===== config.mk =====
export PLATFORM = sky130hd
export DESIGN_NAME = mem_wb_reg
export DESIGN_NICKNAME = d
export VERILOG_FILES = /design/src/rtl/mem_wb_reg_pkg.sv /design/src/rtl/mem_wb_reg_pipe_reg.sv /design/src/rtl/mem_wb_reg.sv
export SDC_FILE = /design/constraint.sdc
export NUM_CORES = 1
export LEC_CHECK = 0
export CELL_PAD_IN_SITES_DETAIL_PLACEMENT = 0
export CELL_PAD_IN_SITES_GLOBAL_PLACEMENT = 1
export CORE_MARGIN = 1.5
export CORE_UTILIZATION = 24
export DETAILED_ROUTE_END_ITERATION = 10
export PLACE_DENSITY_LB_ADDON = 0.1
export SLEW_MARGIN = 40
export SYNTH_ARGS = -nofsm -noshare
export SYNTH_HDL_FRONTEND = slang
export SYNTH_SLANG_ARGS = --single-unit

===== constraint.sdc =====
create_clock -name clk -period 0.8 [get_ports clk]
set_input_delay 0.16 -clock clk [delete_from_list [all_inputs] [get_ports clk]]
set_output_delay 0.16 -clock clk [all_outputs]
set_load 0.1 [all_outputs]

===== src/rtl/mem_wb_reg_pkg.sv =====
// Shared pipeline definitions: default field widths and write-back control bit positions,
// common to all inter-stage registers.
package mem_wb_reg_pkg;

  localparam int unsigned DEF_DATA_W = 32;
  localparam int unsigned DEF_REG_W  = 5;
  localparam int unsigned DEF_WB_W   = 2;

  // Bit positions inside the WB control bundle; stage registers carry them untouched.
  localparam int unsigned REGWRITE_BIT = 1;
  localparam int unsigned MEMTOREG_BIT = 0;

endpackage


===== src/rtl/mem_wb_reg_pipe_reg.sv =====
// Generic pipeline field register: parameterised-width D flop with asynchronous
// active-low clear to zero.
module pipe_reg #(
  parameter int unsigned WIDTH = 1
) (
  input  logic             clk,
  input  logic             rst,
  input  logic [WIDTH-1:0] d,
  output logic [WIDTH-1:0] q
);

  always_ff @(posedge clk or negedge rst) begin
    if (!rst) begin
      q <= '0;
    end else begin
      q <= d;
    end
  end

endmodule


===== src/rtl/mem_wb_reg.sv =====
// MEM/WB pipeline register: captures write-back control, memory read data, ALU result and
// destination index on every rising edge; outputs come straight from flops.
module mem_wb_reg
  import mem_wb_reg_pkg::*;
#(
  parameter int unsigned DATA_W = DEF_DATA_W,
  parameter int unsigned REG_W  = DEF_REG_W,
  parameter int unsigned WB_W   = DEF_WB_W
) (
  input  logic              clk,
  input  logic              rst,
  input  logic [WB_W-1:0]   WB,
  input  logic [DATA_W-1:0] memory_Output,
  input  logic [DATA_W-1:0] ALU_Output,
  input  logic [REG_W-1:0]  Rd,
  output logic [WB_W-1:0]   WB_WB,
  output logic [DATA_W-1:0] WB_memory_Output,
  output logic [DATA_W-1:0] WB_ALU_Output,
  output logic [REG_W-1:0]  WB_Rd
);

  pipe_reg #(
    .WIDTH (WB_W)
  ) u_wb_reg (
    .clk (clk),
    .rst (rst),
    .d   (WB),
    .q   (WB_WB)
  );

  pipe_reg #(
    .WIDTH (DATA_W)
  ) u_mem_reg (
    .clk (clk),
    .rst (rst),
    .d   (memory_Output),
    .q   (WB_memory_Output)
  );

  pipe_reg #(
    .WIDTH (DATA_W)
  ) u_alu_reg (
    .clk (clk),
    .rst (rst),
    .d   (ALU_Output),
    .q   (WB_ALU_Output)
  );

  pipe_reg #(
    .WIDTH (REG_W)
  ) u_rd_reg (
    .clk (clk),
    .rst (rst),
    .d   (Rd),
    .q   (WB_Rd)
  );

endmodule


* Yosys cells after proc, flatten, opt, wreduce, memory -nomap -nowiden
Cells that the tools add are included.
** Word-level totals
- Register bits after elaboration :: 71
- Input port bits :: 73
- Word-level logic and storage cells :: 4

* Logic depth before layout (Yosys ltp)
Gate-level depths: netlist of run 1.
- Depth in word-level cells :: 0
- Depth in mapped cells :: 0
- Depth with buffers taken out :: 0

* By module
Synthesis of run 1 repeated with hierarchy kept, for this count alone.
** Unflattened totals
- Cell total of the unflattened synthesis :: 71
- Area, all modules :: 1776.7 um2
** Modules (own cells, without submodules)
- pipe_reg at u_alu_reg ... :: instances 2, cells an instance 32, area each 800.8 um2, sequential area each 800.8 um2
- pipe_reg at u_rd_reg :: instances 1, cells an instance 5, area each 125.1 um2, sequential area each 125.1 um2
- pipe_reg at u_wb_reg :: instances 1, cells an instance 2, area each 50.0 um2, sequential area each 50.0 um2

* Least setup slack after synthesis of run 1
Ideal clock, no wire load.
- Path kind :: reg-to-output
- Start point :: register u_alu_reg.q[0]
- End point :: output port WB_ALU_Output[0]
- Arrival time :: 0.883 ns
- Data required time :: 0.640 ns
- Setup slack :: -0.243 ns
- Stages on the path, launching flop included :: 1
- Cells stage by stage :: dfrtp_1
** RTL lines
- start, declared :: line mem_wb_reg_pipe_reg.sv:9 : output logic [WIDTH-1:0] q
- start signal, assigned :: line mem_wb_reg_pipe_reg.sv:14 : q <= '0;
- start signal, assigned :: line mem_wb_reg_pipe_reg.sv:16 : q <= d;
- end, declared :: line mem_wb_reg.sv:18 : output logic [DATA_W-1:0] WB_ALU_Output,
No word-level cell between the ends.

* Final worst setup path of run 1
- Start point :: register u_mem_reg.q[3]
- End point :: output port WB_memory_Output[3]
** RTL lines
- start, declared :: line mem_wb_reg_pipe_reg.sv:9
- start signal, assigned :: line mem_wb_reg_pipe_reg.sv:14
- start signal, assigned :: line mem_wb_reg_pipe_reg.sv:16
- end, declared :: line mem_wb_reg.sv:17 : output logic [DATA_W-1:0] WB_memory_Output,
No word-level cell between the ends.

==> run_results.csv, run 1 <==
group,metric,value,unit
finish,fillers,522,
global_route,grt_max_degree,33,
sta,setup_violations,71,
setup_path,worstPathRequired,0.64,ns
floorplanning,die_width,89.0,um
finish,post-route-util,0.626,
sta,rsz0062_at_grt,"yes",
finish,final_common_cell,"buf_12",
floorplanning,initial_core_util,0.246,
finish,antennaDiodeCount,0,
sta,timing.slew.headroom,0.870,
clock_tree,cts_max_path_buffers,2,
power_and_ir_drop,ir_drop,0.00142,V
status,status,"finished with violations",
clock_tree,cts_setup_buffers,0,
placed_design,place_congestion,0.632,
finish,num-multi-input-gates,0,
sta,hold_viol,0,
global_route,grt_pass1_vias,1418,
sta,whs,0.261,ns
setup_path,worst_setup_path_start_kind,"flip-flop",
global_route,grt.total_usage,0.131,
setup_path,path_cells,"buf_12",
synth,avgSynthCellArea,25.0,um2
global_route,met1_usage,0.118,
finish,multi_input_area,0,um2
power_and_ir_drop,p_leak,1.82,nW
placed_design,placed_cells,316,
floorplanning,die_height,89.0,um
finish,drive_gt1_frac,0.684,
power_and_ir_drop,p_per_area,1980,nW/um2
sta,fin_crit_sh,1.43,
setup_path,path_delay_family,"flip-flops",
clock_tree,cts-root-buf,"clkbuf_8",
run,max_cap_viol_count,0,
finish,finalNetCount,302,
sta,slew_viol_final,0,
placed_design,hpwlAfterDp,4.03,mm
finish,synthToLayoutAreaGrowth,154,%
drt,drtIter0Drc,24,
global_route,grtUsageMet2,0.238,
min_path,hp-class,"input port to flip-flop",
finish,instances_no_fill,330,
setup_path,crit_arrival,0.99,ns
synth,seq_area_frac_synth,1.00,
global_route,grt_pass1_wl,7.12,mm
synth,synth_nets,144,
synth,synth_top_area_frac,1.00,
setup_path,cpPeakStageDelay,0.49,ns
sta,worst_slack,-0.347,ns
placed_design,place_ws,-0.000646,ns
global_route,grt_remaining_overflow,0,
drt,wl_per_cell,14.7,um
drt,remaining_drc_errors,0,
floorplanning,pin_count,144,
placed_design,io_buffers,143,
floorplanning,core_area,7210,um2
clock_tree,cts_tree,"built",
setup_path,crit_path_max_fanout,1,
global_route,antenna_found_initial,0,
sta,clock.fmax,872,MHz
clock_tree,clk_pin_slew,0.07,ns
setup_path,cp_num_buf_inv,1,
setup_path,critical_path_class,"flip-flop to primary output",
synth,ys_ff_latch,71,
drt,avgViaCountPerCell,3.71,
drt,routed-via-count,1223,
floorplanning,rows,31,
synth,yosysWarnings,0,
drt,ant_nets,0,
setup_path,slowest_stage,"dfrtp_4",
synth,ys_types,1,
drt,dr.pass1.iters,3,
clock_tree,cts.sinks,71,
setup_path,crit_path_end_kind,"primary output",
sta,worstMarginPinSlew,0.195,ns
finish,final_cell_mix,"73 x buf_12, 71 x clkdlybuf4s50_1, 70 x dfrtp_4, 10 x clkbuf_8",
global_route,gr-max-usage-layer,"met2",
floorplanning,dieArea,7930,um2
clock_tree,cts_made_buffers,9,
status,violations,"negative setup slack",
sta,fin_crit,1.15,ns
synth,yosysTopAreaCell,"dfrtp_1",
power_and_ir_drop,finalPower,8.95,mW
synth,syn_area,1780,um2
drt,wl,4.84,mm
synth,synth_area_leaders,"dfrtp_1 100%",
global_route,met3_usage,0.0813,
clock_tree,cts.htree.levels,3,
synth,synth_cells,71,
## Yosys cell counts
master / count
dfrtp_1: 71
## power by group
| part | total [mW] | internal [mW] | leakage [nW] | switching, mW |
|---|---|---|---|---|
| sequential | 4.04 | 3.89 | 0.763 | 0.155 |
| clock | 2.29 | 1.15 | 0.0809 | 1.14 |
| combinational | 2.62 | 1.04 | 0.978 | 1.59 |
| total | 8.95 | 6.07 | 1.82 | 2.88 |
## per-layer routing
layer  vias up  wire [um]
met5         -          0
met3         5        521
li1        530          -
met1       611       1460
met2        77       2800
met4         0         58
## final cells by class
class                 instances  area (um2)  area share
Sequential cell              71        2040       0.452
Clock buffer                 11         141      0.0313
Timing Repair Buffer        147        2200       0.487
Tap cell                     99         124      0.0274
Clock inverter                2        10.0     0.00222
## logic make-up after synthesis
family	Yosys count	share of synthesized area
DFF	71	1.00
## timing repair
| item | 4_1_cts | 5_1_grt |
|---|---|---|
| endpoints found under the hold margin | 71 | 0 |
| cloned | 0 | 0 |
| endpoints found under the setup margin | 71 | 71 |
| resized for setup | 0 | 0 |
| hold buffers | 1 | 0 |
## path summary, 6_finish.rpt
| kind | start | end | slack, ns | cells after the start |
|---|---|---|---|---|
| max | u_mem_reg.q[3]$_DFF_PN0_ | WB_memory_Output[3] | -0.35 | 1 |
| min | ALU_Output[27] | u_alu_reg.q[27]$_DFF_PN0_ | 0.26 | 1 |
| max in group asynchronous | rst | u_alu_reg.q[14]$_DFF_PN0_ | 0.23 | 3 |
| min in group asynchronous | rst | u_mem_reg.q[3]$_DFF_PN0_ | 0.34 | 3 |
## metrics by stage
stage                     instance area, um2   TNS (ns)
after floorplan                         2040   -0.00565
after global placement                  4350          0
after detailed placement                4350  -0.000646
after CTS                               4510     -25.69
after global routing                    4510     -26.92
final                                   4510     -23.81
## sequential cells by signal, indices dropped and copies added (netlist names)
name,flops
u_wb_reg.q,2
u_rd_reg.q,5
u_mem_reg.q,32
u_alu_reg.q,32
(Power assumes the default switching activity.)
==> run 2: changes to the inputs <==
Settings changed: MAX_ROUTING_LAYER from default to met4.
==> run 2 against run 1 <==
Compared with the run above:
- the flow still finishes with violations (negative setup slack)
- sequential share of layout area is the same
- cell count stayed put
- worst hold slack worse by 0.0027 ns
- critical endpoint is now WB_WB[1]
- highest routed layer unchanged
==> run_results.csv, run 2 (synthesized netlist as in run 1, its figures left out) <==
group,metric,value,unit
run,max_cap_viol_count,0,
power_and_ir_drop,switching_share,0.322,
floorplanning,initial_core_util,0.246,
power_and_ir_drop,pwr-share-clk,0.256,
global_route,grt_max_degree,33,
setup_path,crit_start,"u_wb_reg.q[1]$_DFF_PN0_",
sta,slew_viol_final,0,
drt,remaining_drc_errors,0,
placed_design,hpwlAfterDp,4.03,mm
clock_tree,cts_max_path_buffers,2,
drt,drtIter0Drc,25,
sta,worstMarginPinSlew,0.195,ns
power_and_ir_drop,ir_drop,0.00143,V
setup_path,cp_num_buf_inv,1,
clock_tree,cts-root-buf,"clkbuf_8",
power_and_ir_drop,seqPwrFrac,0.451,
power_and_ir_drop,p_int,6.07,mW
floorplanning,rows,31,
power_and_ir_drop,p_leak,1.82,nW
min_path,hp-class,"input port to flip-flop",
setup_path,crit_path_end,"WB_WB[1]",
power_and_ir_drop,finalPower,8.96,mW
setup_path,worst_setup_path_start_kind,"flip-flop",
status,violations,"negative setup slack",
drt,avgViaCountPerCell,3.70,
setup_path,cpPeakStageDelay,0.49,ns
floorplanning,die_height,89.0,um
setup_path,worstPathRequired,0.64,ns
setup_path,crit_arrival,0.99,ns
clock_tree,cts_resized,0,
setup_path,path_delay_family,"flip-flops",
status,status,"finished with violations",
setup_path,path_cells,"buf_12",
finish,reg_top3,"u_alu_reg.q (32), u_mem_reg.q (32), u_rd_reg.q (5)",
power_and_ir_drop,p_per_area,1990,nW/um2
floorplanning,core_area,7210,um2
sta,rsz0062_at_grt,"yes",
finish,antennaDiodeCount,0,
sta,hold_viol,0,
placed_design,place_congestion,0.637,
clock_tree,cts_made_buffers,9,
finish,final_area,4510,um2
placed_design,io_buffers,143,
finish,drive_gt1_frac,0.684,
power_and_ir_drop,comb_power_share,0.293,
sta,timing.slew.headroom,0.870,
global_route,grt_pass1_wl,7.08,mm
drt,dr.pass1.iters,2,
placed_design,place_ws,-0.000646,ns
drt,wl_per_cell,14.7,um
finish,instances_no_fill,330,
finish,final_cell_mix,"73 x buf_12, 71 x clkdlybuf4s50_1, 70 x dfrtp_4, 10 x clkbuf_8",
finish,final_common_cell,"buf_12",
floorplanning,die_width,89.0,um
global_route,grt.total_usage,0.135,
finish,post-route-util,0.626,
setup_path,slowest_stage,"dfrtp_4",
floorplanning,dieArea,7930,um2
sta,setup_violations,71,
placed_design,placed_cells,316,
drt,ant_nets,0,
drt,routed-via-count,1220,
sta,clock.fmax,870,MHz
global_route,antenna_found_initial,0,
global_route,grt_pass1_vias,1419,
placed_design,placed_area,4350,um2
setup_path,crit_path_max_fanout,1,
sta,fin_crit_sh,1.44,
setup_path,crit_cells,1,
drt,wl,4.85,mm
clock_tree,clk_pin_slew,0.07,ns
clock_tree,cts.sinks,71,
floorplanning,pin_count,144,
setup_path,critical_path_class,"flip-flop to primary output",
global_route,grt_remaining_overflow,0,
clock_tree,cts_tree,"built",
sta,worst_slack,-0.349,ns
finish,multi_input_area,0,um2
finish,synthToLayoutAreaGrowth,154,%
setup_path,crit_path_end_kind,"primary output",
finish,num-multi-input-gates,0,
sta,fin_crit,1.15,ns
clock_tree,cts.htree.levels,3,
power_and_ir_drop,p_switching,2.89,mW
finish,finalNetCount,302,
[run 2: metal layers]
layer  vias up  part of all wire  global-route usage
li1        530                 -                   -
met1       609              0.32               0.126
met2        75              0.58               0.238
met3         6             0.088              0.0674
met4         0             0.011              0.0462
met5         -                 0                   -
[run 2: layout make-up]
cell class            instances  area (um2)
Clock buffer                 11         141
Tap cell                     99         124
Sequential cell              71        2040
Clock inverter                2        10.0
Timing Repair Buffer        147        2200
Fill cell                   522        2700
[run 2: power by group through the flow]
| stage | Sequential, mW | Combinational, mW | Clock, mW |
|---|---|---|---|
| 2_1_floorplan | 5.41 | 0 | 0 |
| 4_1_cts | 4.05 | 2.65 | 2.42 |
| 5_1_grt | 4.06 | 2.69 | 2.58 |
| 3_5_place_dp | 4.13 | 2.64 | 0 |
| 6_report | 4.04 | 2.62 | 2.29 |
| 3_3_place_gp | 4.12 | 2.63 | 0 |
[run 2: what timing repair did]
item	CTS	global route
hold buffers	1	0
setup buffers	0	0
setup endpoints to repair	71	71
endpoints found under the hold margin	71	0
[run 2: worst min path at each step]
stage                              start                        end  slack (ns)  depth (start not counted)
final                     ALU_Output[27]  u_alu_reg.q[27]$_DFF_PN0_        0.26                          1
after global routing      ALU_Output[27]  u_alu_reg.q[27]$_DFF_PN0_        0.23                          1
after CTS                          Rd[3]    u_rd_reg.q[3]$_DFF_PN0_        0.24                          1
after detailed placement             rst   u_mem_reg.q[3]$_DFF_PN0_        0.14                          2
after global placement               rst  u_alu_reg.q[26]$_DFF_PN0_        0.13                          2
after floorplan                      rst   u_alu_reg.q[0]$_DFF_PN0_       -0.14                          0
[run 2: stage by stage]
step | hold slack, ns | setup TNS, ns
after floorplan | -0.136 | -0.00565
after global placement | 0.129 | 0
after detailed placement | 0.138 | -0.000646
after CTS | 0.240 | -25.69
after global routing | 0.230 | -26.88
final | 0.258 | -23.98
